===== config.mk =====
export PLATFORM = sky130hd
export DESIGN_NAME = uart_bus_bridge
export DESIGN_NICKNAME = d
export VERILOG_FILES = /design/src/rtl/uart_bus_bridge.sv
export SDC_FILE = /design/constraint.sdc
export NUM_CORES = 1
export LEC_CHECK = 0
export BUFFER_PORTS_ARGS = -buffer_cell sky130_fd_sc_hd__buf_4
export CAP_MARGIN = 20
export CORE_MARGIN = 1
export CORE_UTILIZATION = 56
export DETAILED_ROUTE_END_ITERATION = 16
export PLACE_DENSITY = 0.8
export RECOVER_POWER = 25
export SETUP_SLACK_MARGIN = 0.3
export SYNTH_ARGS = -nofsm -noshare
export SYNTH_HDL_FRONTEND = slang
export SYNTH_SLANG_ARGS = --single-unit

===== constraint.sdc =====
create_clock -name clk -period 3.1 [get_ports clk]
set_clock_uncertainty 0.2 [all_clocks]
set_input_delay 0.62 -clock clk [delete_from_list [all_inputs] [get_ports clk]]
set_output_delay 0.62 -clock clk [all_outputs]
set_load 0.01 [all_outputs]

===== src/rtl/uart_bus_bridge.sv =====
// uart_bus_bridge: ASCII command stream from a UART receiver driving a register bus.
// Ports: rx_* byte in (valid/ready), tx_* byte out (valid/ready), bus_* register bus, rd_timeout pulse.
module uart_bus_bridge #(
  parameter int ADDR_W     = 8,
  parameter int DATA_W     = 8,
  parameter int RD_TIMEOUT = 15,
  parameter bit AUTO_INC   = 1'b0
) (
  input  logic              clk,
  input  logic              reset_n,
  input  logic [7:0]        rx_data,
  input  logic              rx_valid,
  output logic              rx_ready,
  output logic [7:0]        tx_data,
  output logic              tx_valid,
  input  logic              tx_ready,
  output logic [ADDR_W-1:0] bus_addr,
  output logic [DATA_W-1:0] bus_wdata,
  output logic              bus_we,
  output logic              bus_re,
  input  logic [DATA_W-1:0] bus_rdata,
  input  logic              bus_rvalid,
  output logic              rd_timeout
);

  localparam int W  = (ADDR_W > DATA_W) ? ADDR_W : DATA_W;
  localparam int NA = (ADDR_W + 7) / 8;
  localparam int ND = DATA_W / 8;
  localparam int AB = NA * 8;
  localparam int SW = (AB > DATA_W) ? AB : DATA_W;
  localparam int TW = $clog2(RD_TIMEOUT + 1);
  localparam int BW = $clog2(SW / 8 + 1);

  typedef enum logic [1:0] {
    S_IDLE,
    S_RD,
    S_TX
  } state_e;

  state_e            state_q, state_d;
  logic [W-1:0]      x_q, x_d;
  logic [ADDR_W-1:0] addr_q, addr_d;
  logic [DATA_W-1:0] wd_q, wd_d;
  logic              we_q, we_d;
  logic              re_q, re_d;
  logic              to_q, to_d;
  logic              inc_q, inc_d;
  logic              rd_q, rd_d;
  logic              tv_q, tv_d;
  logic              rdy_q;
  logic [SW-1:0]     sh_q, sh_d;
  logic [BW-1:0]     cnt_q, cnt_d;
  logic [TW-1:0]     tmo_q, tmo_d;

  logic              acc;
  logic              hex_ok;
  logic [3:0]        nib;

  assign acc = rx_valid & rdy_q;

  always_comb begin
    hex_ok = 1'b0;
    nib    = 4'd0;
    unique case (1'b1)
      (rx_data >= 8'h30 && rx_data <= 8'h39): begin
        hex_ok = 1'b1;
        nib    = rx_data[3:0];
      end
      (rx_data >= 8'h61 && rx_data <= 8'h66),
      (rx_data >= 8'h41 && rx_data <= 8'h46): begin
        hex_ok = 1'b1;
        nib    = rx_data[3:0] + 4'd9;
      end
      default: ;
    endcase
  end

  always_comb begin
    state_d = state_q;
    x_d     = x_q;
    addr_d  = addr_q;
    wd_d    = wd_q;
    we_d    = 1'b0;
    re_d    = 1'b0;
    to_d    = 1'b0;
    inc_d   = inc_q;
    rd_d    = rd_q;
    tv_d    = tv_q;
    sh_d    = sh_q;
    cnt_d   = cnt_q;
    tmo_d   = tmo_q;

    // Post-write increment lands one cycle after the strobe;
    // an 'm' accepted in that same cycle overrides it below.
    if (we_q && inc_q) addr_d = addr_q + ADDR_W'(1);

    unique case (state_q)
      S_IDLE: begin
        if (acc) begin
          if (hex_ok) begin
            x_d = {x_q[W-5:0], nib};
          end else begin
            case (rx_data)
              8'h6d: begin
                addr_d = x_q[ADDR_W-1:0];
                x_d    = '0;
              end
              8'h77: begin
                wd_d = x_q[DATA_W-1:0];
                we_d = 1'b1;
                x_d  = '0;
              end
              8'h72: begin
                re_d    = 1'b1;
                tmo_d   = '0;
                state_d = S_RD;
              end
              8'h78: begin
                sh_d              = '0;
                sh_d[SW-1 -: AB]  = AB'(addr_q);
                cnt_d             = BW'(NA);
                tv_d              = 1'b1;
                rd_d              = 1'b0;
                state_d           = S_TX;
              end
              8'h2b: inc_d = 1'b1;
              8'h2d: inc_d = 1'b0;
              default: ;
            endcase
          end
        end
      end
      S_RD: begin
        // The strobe cycle itself is not sampled.
        if (!re_q) begin
          if (bus_rvalid || tmo_q == TW'(RD_TIMEOUT - 1)) begin
            sh_d                 = '0;
            sh_d[SW-1 -: DATA_W] = bus_rvalid ? bus_rdata : '1;
            to_d                 = !bus_rvalid;
            cnt_d                = BW'(ND);
            tv_d                 = 1'b1;
            rd_d                 = 1'b1;
            state_d              = S_TX;
          end else begin
            tmo_d = tmo_q + TW'(1);
          end
        end
      end
      S_TX: begin
        if (tv_q && tx_ready) begin
          if (cnt_q == BW'(1)) begin
            tv_d    = 1'b0;
            state_d = S_IDLE;
            if (rd_q && inc_q) addr_d = addr_q + ADDR_W'(1);
          end else begin
            sh_d  = sh_q << 8;
            cnt_d = cnt_q - BW'(1);
          end
        end
      end
      default: state_d = S_IDLE;
    endcase
  end

  always_ff @(posedge clk or negedge reset_n) begin
    if (!reset_n) begin
      state_q <= S_IDLE;
      x_q     <= '0;
      addr_q  <= '0;
      wd_q    <= '0;
      we_q    <= 1'b0;
      re_q    <= 1'b0;
      to_q    <= 1'b0;
      inc_q   <= AUTO_INC;
      rd_q    <= 1'b0;
      tv_q    <= 1'b0;
      rdy_q   <= 1'b0;
      sh_q    <= '0;
      cnt_q   <= '0;
      tmo_q   <= '0;
    end else begin
      state_q <= state_d;
      x_q     <= x_d;
      addr_q  <= addr_d;
      wd_q    <= wd_d;
      we_q    <= we_d;
      re_q    <= re_d;
      to_q    <= to_d;
      inc_q   <= inc_d;
      rd_q    <= rd_d;
      tv_q    <= tv_d;
      rdy_q   <= (state_d == S_IDLE);
      sh_q    <= sh_d;
      cnt_q   <= cnt_d;
      tmo_q   <= tmo_d;
    end
  end

  assign rx_ready   = rdy_q;
  assign tx_data    = sh_q[SW-1 -: 8];
  assign tx_valid   = tv_q;
  assign bus_addr   = addr_q;
  assign bus_wdata  = wd_q;
  assign bus_we     = we_q;
  assign bus_re     = re_q;
  assign rd_timeout = to_q;

endmodule

---- After elaboration in Yosys (flattened, before gate mapping) ----
Index checks and enable logic that the tools add are counted.
operators by class
  reductions and logical operators ........ 25
  equality and inequality tests ........... 19
  add/sub/neg operators ................... 4
  order comparisons ....................... 6
  multiplexer cells ....................... 62
  bitwise gates (word level) .............. 2
operator list
  operator                                                            count
  2-to-1 mux 8 bit                                                    17
  equality test 8 x 7 -> 1 bit (second input constant)                4
  2-to-1 mux 1 bit                                                    24
  one-hot mux 8 bit (3 select lines)                                  1
  2-to-1 mux 4 bit                                                    5
  equality test 8 x 6 -> 1 bit (second input constant)                2
  greater-or-equal comparator 8 x 7 -> 1 bit (second input constant)  2
  <= comparator 8 x 7 -> 1 bit (second input constant)                2
  != test 2 bit (second input constant)                               8
  one-hot mux 4 bit (2 select lines)                                  2
  one-hot mux 8 bit (2 select lines)                                  1
  AND reduction 8 bit                                                 2
  2-to-1 mux 2 bit                                                    6
  AND reduction 6 bit                                                 2
  adder 8 x 1 -> 8 bit (second input constant)                        1
  greater-or-equal comparator 8 x 6 -> 1 bit (second input constant)  1
  <= comparator 8 x 6 -> 1 bit (second input constant)                1
  AND reduction 4 bit                                                 2
  AND reduction 7 bit                                                 1
  logical AND 1 bit                                                   6
  one-hot mux 1 bit (3 select lines)                                  2
  one-hot mux 2 bit (3 select lines)                                  1
  nonzero test 2 bit                                                  3
  adder 4 x 1 -> 4 bit (second input constant)                        1
  17 further kinds                                                    21
word-level totals
  register bits ........................... 46
  input bits .............................. 21
  output and inout port bits .............. 29

---- Logic depth before layout (Yosys ltp) ----
  depth after elaboration ................. 8
  depth in mapped cells ................... 8

---- Worst setup path before layout ----
No wires, ideal clock.
  path type ............................... input to register
  start point ............................. input rx_data[0]
  end point ............................... register sh_q[5], in the netlist tx_data[5]
  cell stages on the path ................. 8
  arrival ................................. 2167 ps
  library setup time ...................... 127 ps
  slack ................................... 606 ps
  path through ............................ inv_1 -> ha_1 -> nand3b_4 -> o31ai_4 -> o21ai_1 -> or3b_1 -> buf_6 -> mux2_1
between the ends
  longest elaborated chain between the ends .. 6
  elaborated cells on any way between the ends .. 15
  classes of those cells .................. order compare: 6; eq/ne: 3; mux: 1; reduce/logical: 5
ends and longest elaborated chain
  element                                                             RTL line    text
  start, declared                                                     11          input logic [7:0] rx_data,
  greater-or-equal comparator 8 x 6 -> 1 bit (tied with other cells)  65          (rx_data >= 8'h30 && rx_data <= 8'h39): begin
  logical AND 1 bit, on equally long branches                         65, 69, 70
  OR reduction 3 bit (no source line)                                 -
  2-to-1 mux 1 bit                                                    64          unique case (1'b1)
  != test 2 bit (no source line)                                      -
  AND reduction 8 bit (no source line) *                              -
  end signal, assigned                                                178         sh_q <= '0;
  end signal, assigned                                                193         sh_q <= sh_d;
  end, declared                                                       51          logic [SW-1:0] sh_q, sh_d;
Mark *: on every way between the ends. The rest lies on a longest branch, timed or not.
A chain may end at the register's enable or synchronous reset.

---- Final worst setup path ----
Ends and elaborated chain as after synthesis.

==> results.sh <==
export IMPL_outcome="completed"
export IMPL_rsz0062_at_grt="no"
export IMPL_htreeDepth=2
export IMPL_yosysTopAreaCell="dfrtp_1"
export IMPL_cts_resized=0
export IMPL_grtUsageTotal=0.249
export IMPL_dpl_hpwl_um=4480
export IMPL_cap_viol_max_count=0
export IMPL_worstRegToRegCells=7
export IMPL_hold_path_cell_count=2
export IMPL_arrival_ns=2.54
export IMPL_synth_area_mm2=0.00281
export IMPL_path_clk_slew_ns=0.09
export IMPL_ys_async_sr_fraction=1.00
export IMPL_rows=25
export IMPL_nNetsFinal=367
export IMPL_cts_buffers=5
export IMPL_detail_route_antenna_nets=0
export IMPL_fin_setup_tns_ns=0
export IMPL_start_util=0.587
export IMPL_drt_total_wl_um=6020
export IMPL_grt_max_degree=47
export IMPL_overflow=0
export IMPL_clock_latency_ns=0.31
export IMPL_cts_root_buf="clkbuf_8"
export IMPL_areaGrowthSynthToFinish_pct=19.0
export IMPL_routedWlPerCell_um=15.0
export IMPL_synth_ff_type="dfrtp_1"
export IMPL_port_buffers=49
export IMPL_synth_avg_cell_area_um2=9.99
export IMPL_drive_above_1_share=0.269
export IMPL_ys_ff_latch=46
export IMPL_tightest_slew_ns=1.13
export IMPL_post_cts_buffers=0
export IMPL_dieArea_mm2=0.00530
export IMPL_first_global_vias=2211
export IMPL_endpoint_kind="register"
export IMPL_dr_pass1_iters=4
export IMPL_setup_viol=0
export IMPL_cts_buffer_depth=2
export IMPL_crit_path_max_fanout=8
export IMPL_grt_antenna_before_repair=0
export IMPL_hold_buffers=0
export IMPL_finalHoldViolCount=0
export IMPL_die_w_um=72.8
export IMPL_cts_sinks=46
export IMPL_max_freq_mhz=392
export IMPL_syn_inst=281
export IMPL_post_route_drc_count=0
export IMPL_synth_cell_types=60
export IMPL_min_period_over_period=0.823
export IMPL_netlist_area_leader_share=0.410
export IMPL_setup_slack_ns=0.548
export IMPL_place_congestion=0.852
export IMPL_period_minus_slack_ns=2.55
export IMPL_power_density_mw_per_mm2=599
export IMPL_synth_area_leaders="dfrtp_1 41%, ha_1 5.3%, mux2_2 3.6%"
export IMPL_io_pin_count=50
export IMPL_pre_cts_slack_ns=0.227
export IMPL_ys_seq_area_frac=0.410
export IMPL_first_iter_violations=118
export IMPL_required_ns=3.09
export IMPL_start_kind="input port"
export IMPL_dr_total_vias=2379
export IMPL_relSlewSlack=0.248
export IMPL_n_antenna_cell=0
export IMPL_fp_coreArea_mm2=0.00479
export IMPL_vias_per_cell=5.92
export IMPL_ys_warn_count=0
export IMPL_syn_nets=314
export IMPL_crit_type="input port to register"
export IMPL_peakVddDrop_uv=294
export IMPL_hold_path_class="input port to register"
export IMPL_cts_tree="built"
export IMPL_grt_pass1_wl_um=10300
export IMPL_synth_edf_count=0
export IMPL_maxSlewViolCount=0
export IMPL_leakagePower_uw=0.00156
export IMPL_die_y_um=72.8
[cell type report]
type | count | area [um^2]
clock inverters | 3 | 26.3
fillers | 401 | 1450
flip-flops and latches | 46 | 1150
inverters | 17 | 63.8
repair buffers | 56 | 418
multi-input cells | 208 | 1530
well taps | 67 | 83.8
clock buffers | 5 | 68.8
[cell usage after synthesis (3+ instances only)]
cell type  number
a211oi_1        5
a21oi_1        15
a22o_1          5
and3_1          4
buf_6           3
clkbuf_1        6
dfrtp_1        46
ha_1           12
inv_1          16
mux2_2          9
mux2_4          6
nand2_1        27
nand3_1        11
nor2_1         12
nor3_1         10
o211ai_1        9
o21ai_0        17
o21ai_1         4
o31ai_1         8
xnor2_1         6
[registers in the layout, summed over array words and instances (netlist names)]
| signal | count |
|---|---|
| bus_addr | 8 |
| bus_wdata | 8 |
| tx_data | 8 |
| x_q | 8 |
| tmo_q | 4 |
| state_q | 2 |
| bus_re | 1 |
| bus_we | 1 |
| cnt_q | 1 |
| inc_q | 1 |
| rd_q | 1 |
| rd_timeout | 1 |
| rx_ready | 1 |
| tx_valid | 1 |
[kinds of logic (layout without fill, tap and decap cells)]
kind of cell / after synthesis / count (layout) / share of synthesized area
adders and majority gates: 12 / 12 / 0.0535
buffers and inverters: 27 / 81 / 0.0455
DFF: 46 / 46 / 0.410
and+or+nand+nor: 88 / 88 / 0.178
AOI/OAI and AO/OA: 84 / 84 / 0.214
muxes: 18 / 18 / 0.0798
xor gates and xnor gates: 6 / 6 / 0.0187
[per-layer routing]
layer | wire [um] | vias to the layer above | global-route usage
met4 | 92 | 0 | 0.0850
met1 | 2840 | 1155 | 0.329
met2 | 2850 | 64 | 0.413
met3 | 240 | 13 | 0.0442
met5 | 0 | - | 0
li1 | - | 1147 | -
[power by group]
part,switching (uW),internal (uW)
Clock,225,168
Sequential,113,703
Combinational,424,369
Total,761,1240
[placed cells by master (no fill, tap or decap), types with 8 or more instances in the layout]
cell,n
inv_1,16
buf_4,55
dfrtp_1,46
a21oi_1,15
o211ai_1,9
o21ai_0,17
o31ai_1,8
nor2_1,12
nor3_1,10
nand3_1,11
mux2_2,9
ha_1,12
nand2_1,27
[critical path, cell delays in order]
cell,delay [ns]
buf_4,0.14
inv_1,0.10
ha_1,0.20
nand3b_4,0.10
o31ai_4,0.25
o21ai_1,0.16
or3b_1,0.58
mux2_1,0.38
[final timing paths]
path / start / end / slack (ns)
worst min register to register: bus_re / rd_timeout / 0.29
min in group asynchronous: reset_n / tmo_q[0] / 0.31
worst max register to register: tmo_q[0] / tx_data[5] / 0.57
worst max-delay path: rx_data[0] / tx_data[5] / 0.55
max in group asynchronous: reset_n / x_q[3] / 1.70
worst min-delay path: bus_rvalid / rd_timeout / 0.29
[through the flow]
| step | std cells | utilization | instance area [um^2] | hold slack [ns] | total power [uW] |
|---|---|---|---|---|---|
| 2_1_floorplan | 281 | - | 2810 | 0.124 | 1360 |
| 3_3_place_gp | 394 | 0.679 | 3250 | 0.278 | 1600 |
| 3_5_place_dp | 394 | 0.679 | 3250 | 0.290 | 1620 |
| 4_1_cts | 402 | 0.699 | 3340 | 0.120 | 2020 |
| 5_1_grt | 402 | 0.698 | 3340 | 0.277 | 2140 |
| 6_report | 402 | 0.698 | 3340 | 0.286 | 2000 |
Note: power is estimated with default switching activity, not from simulation.
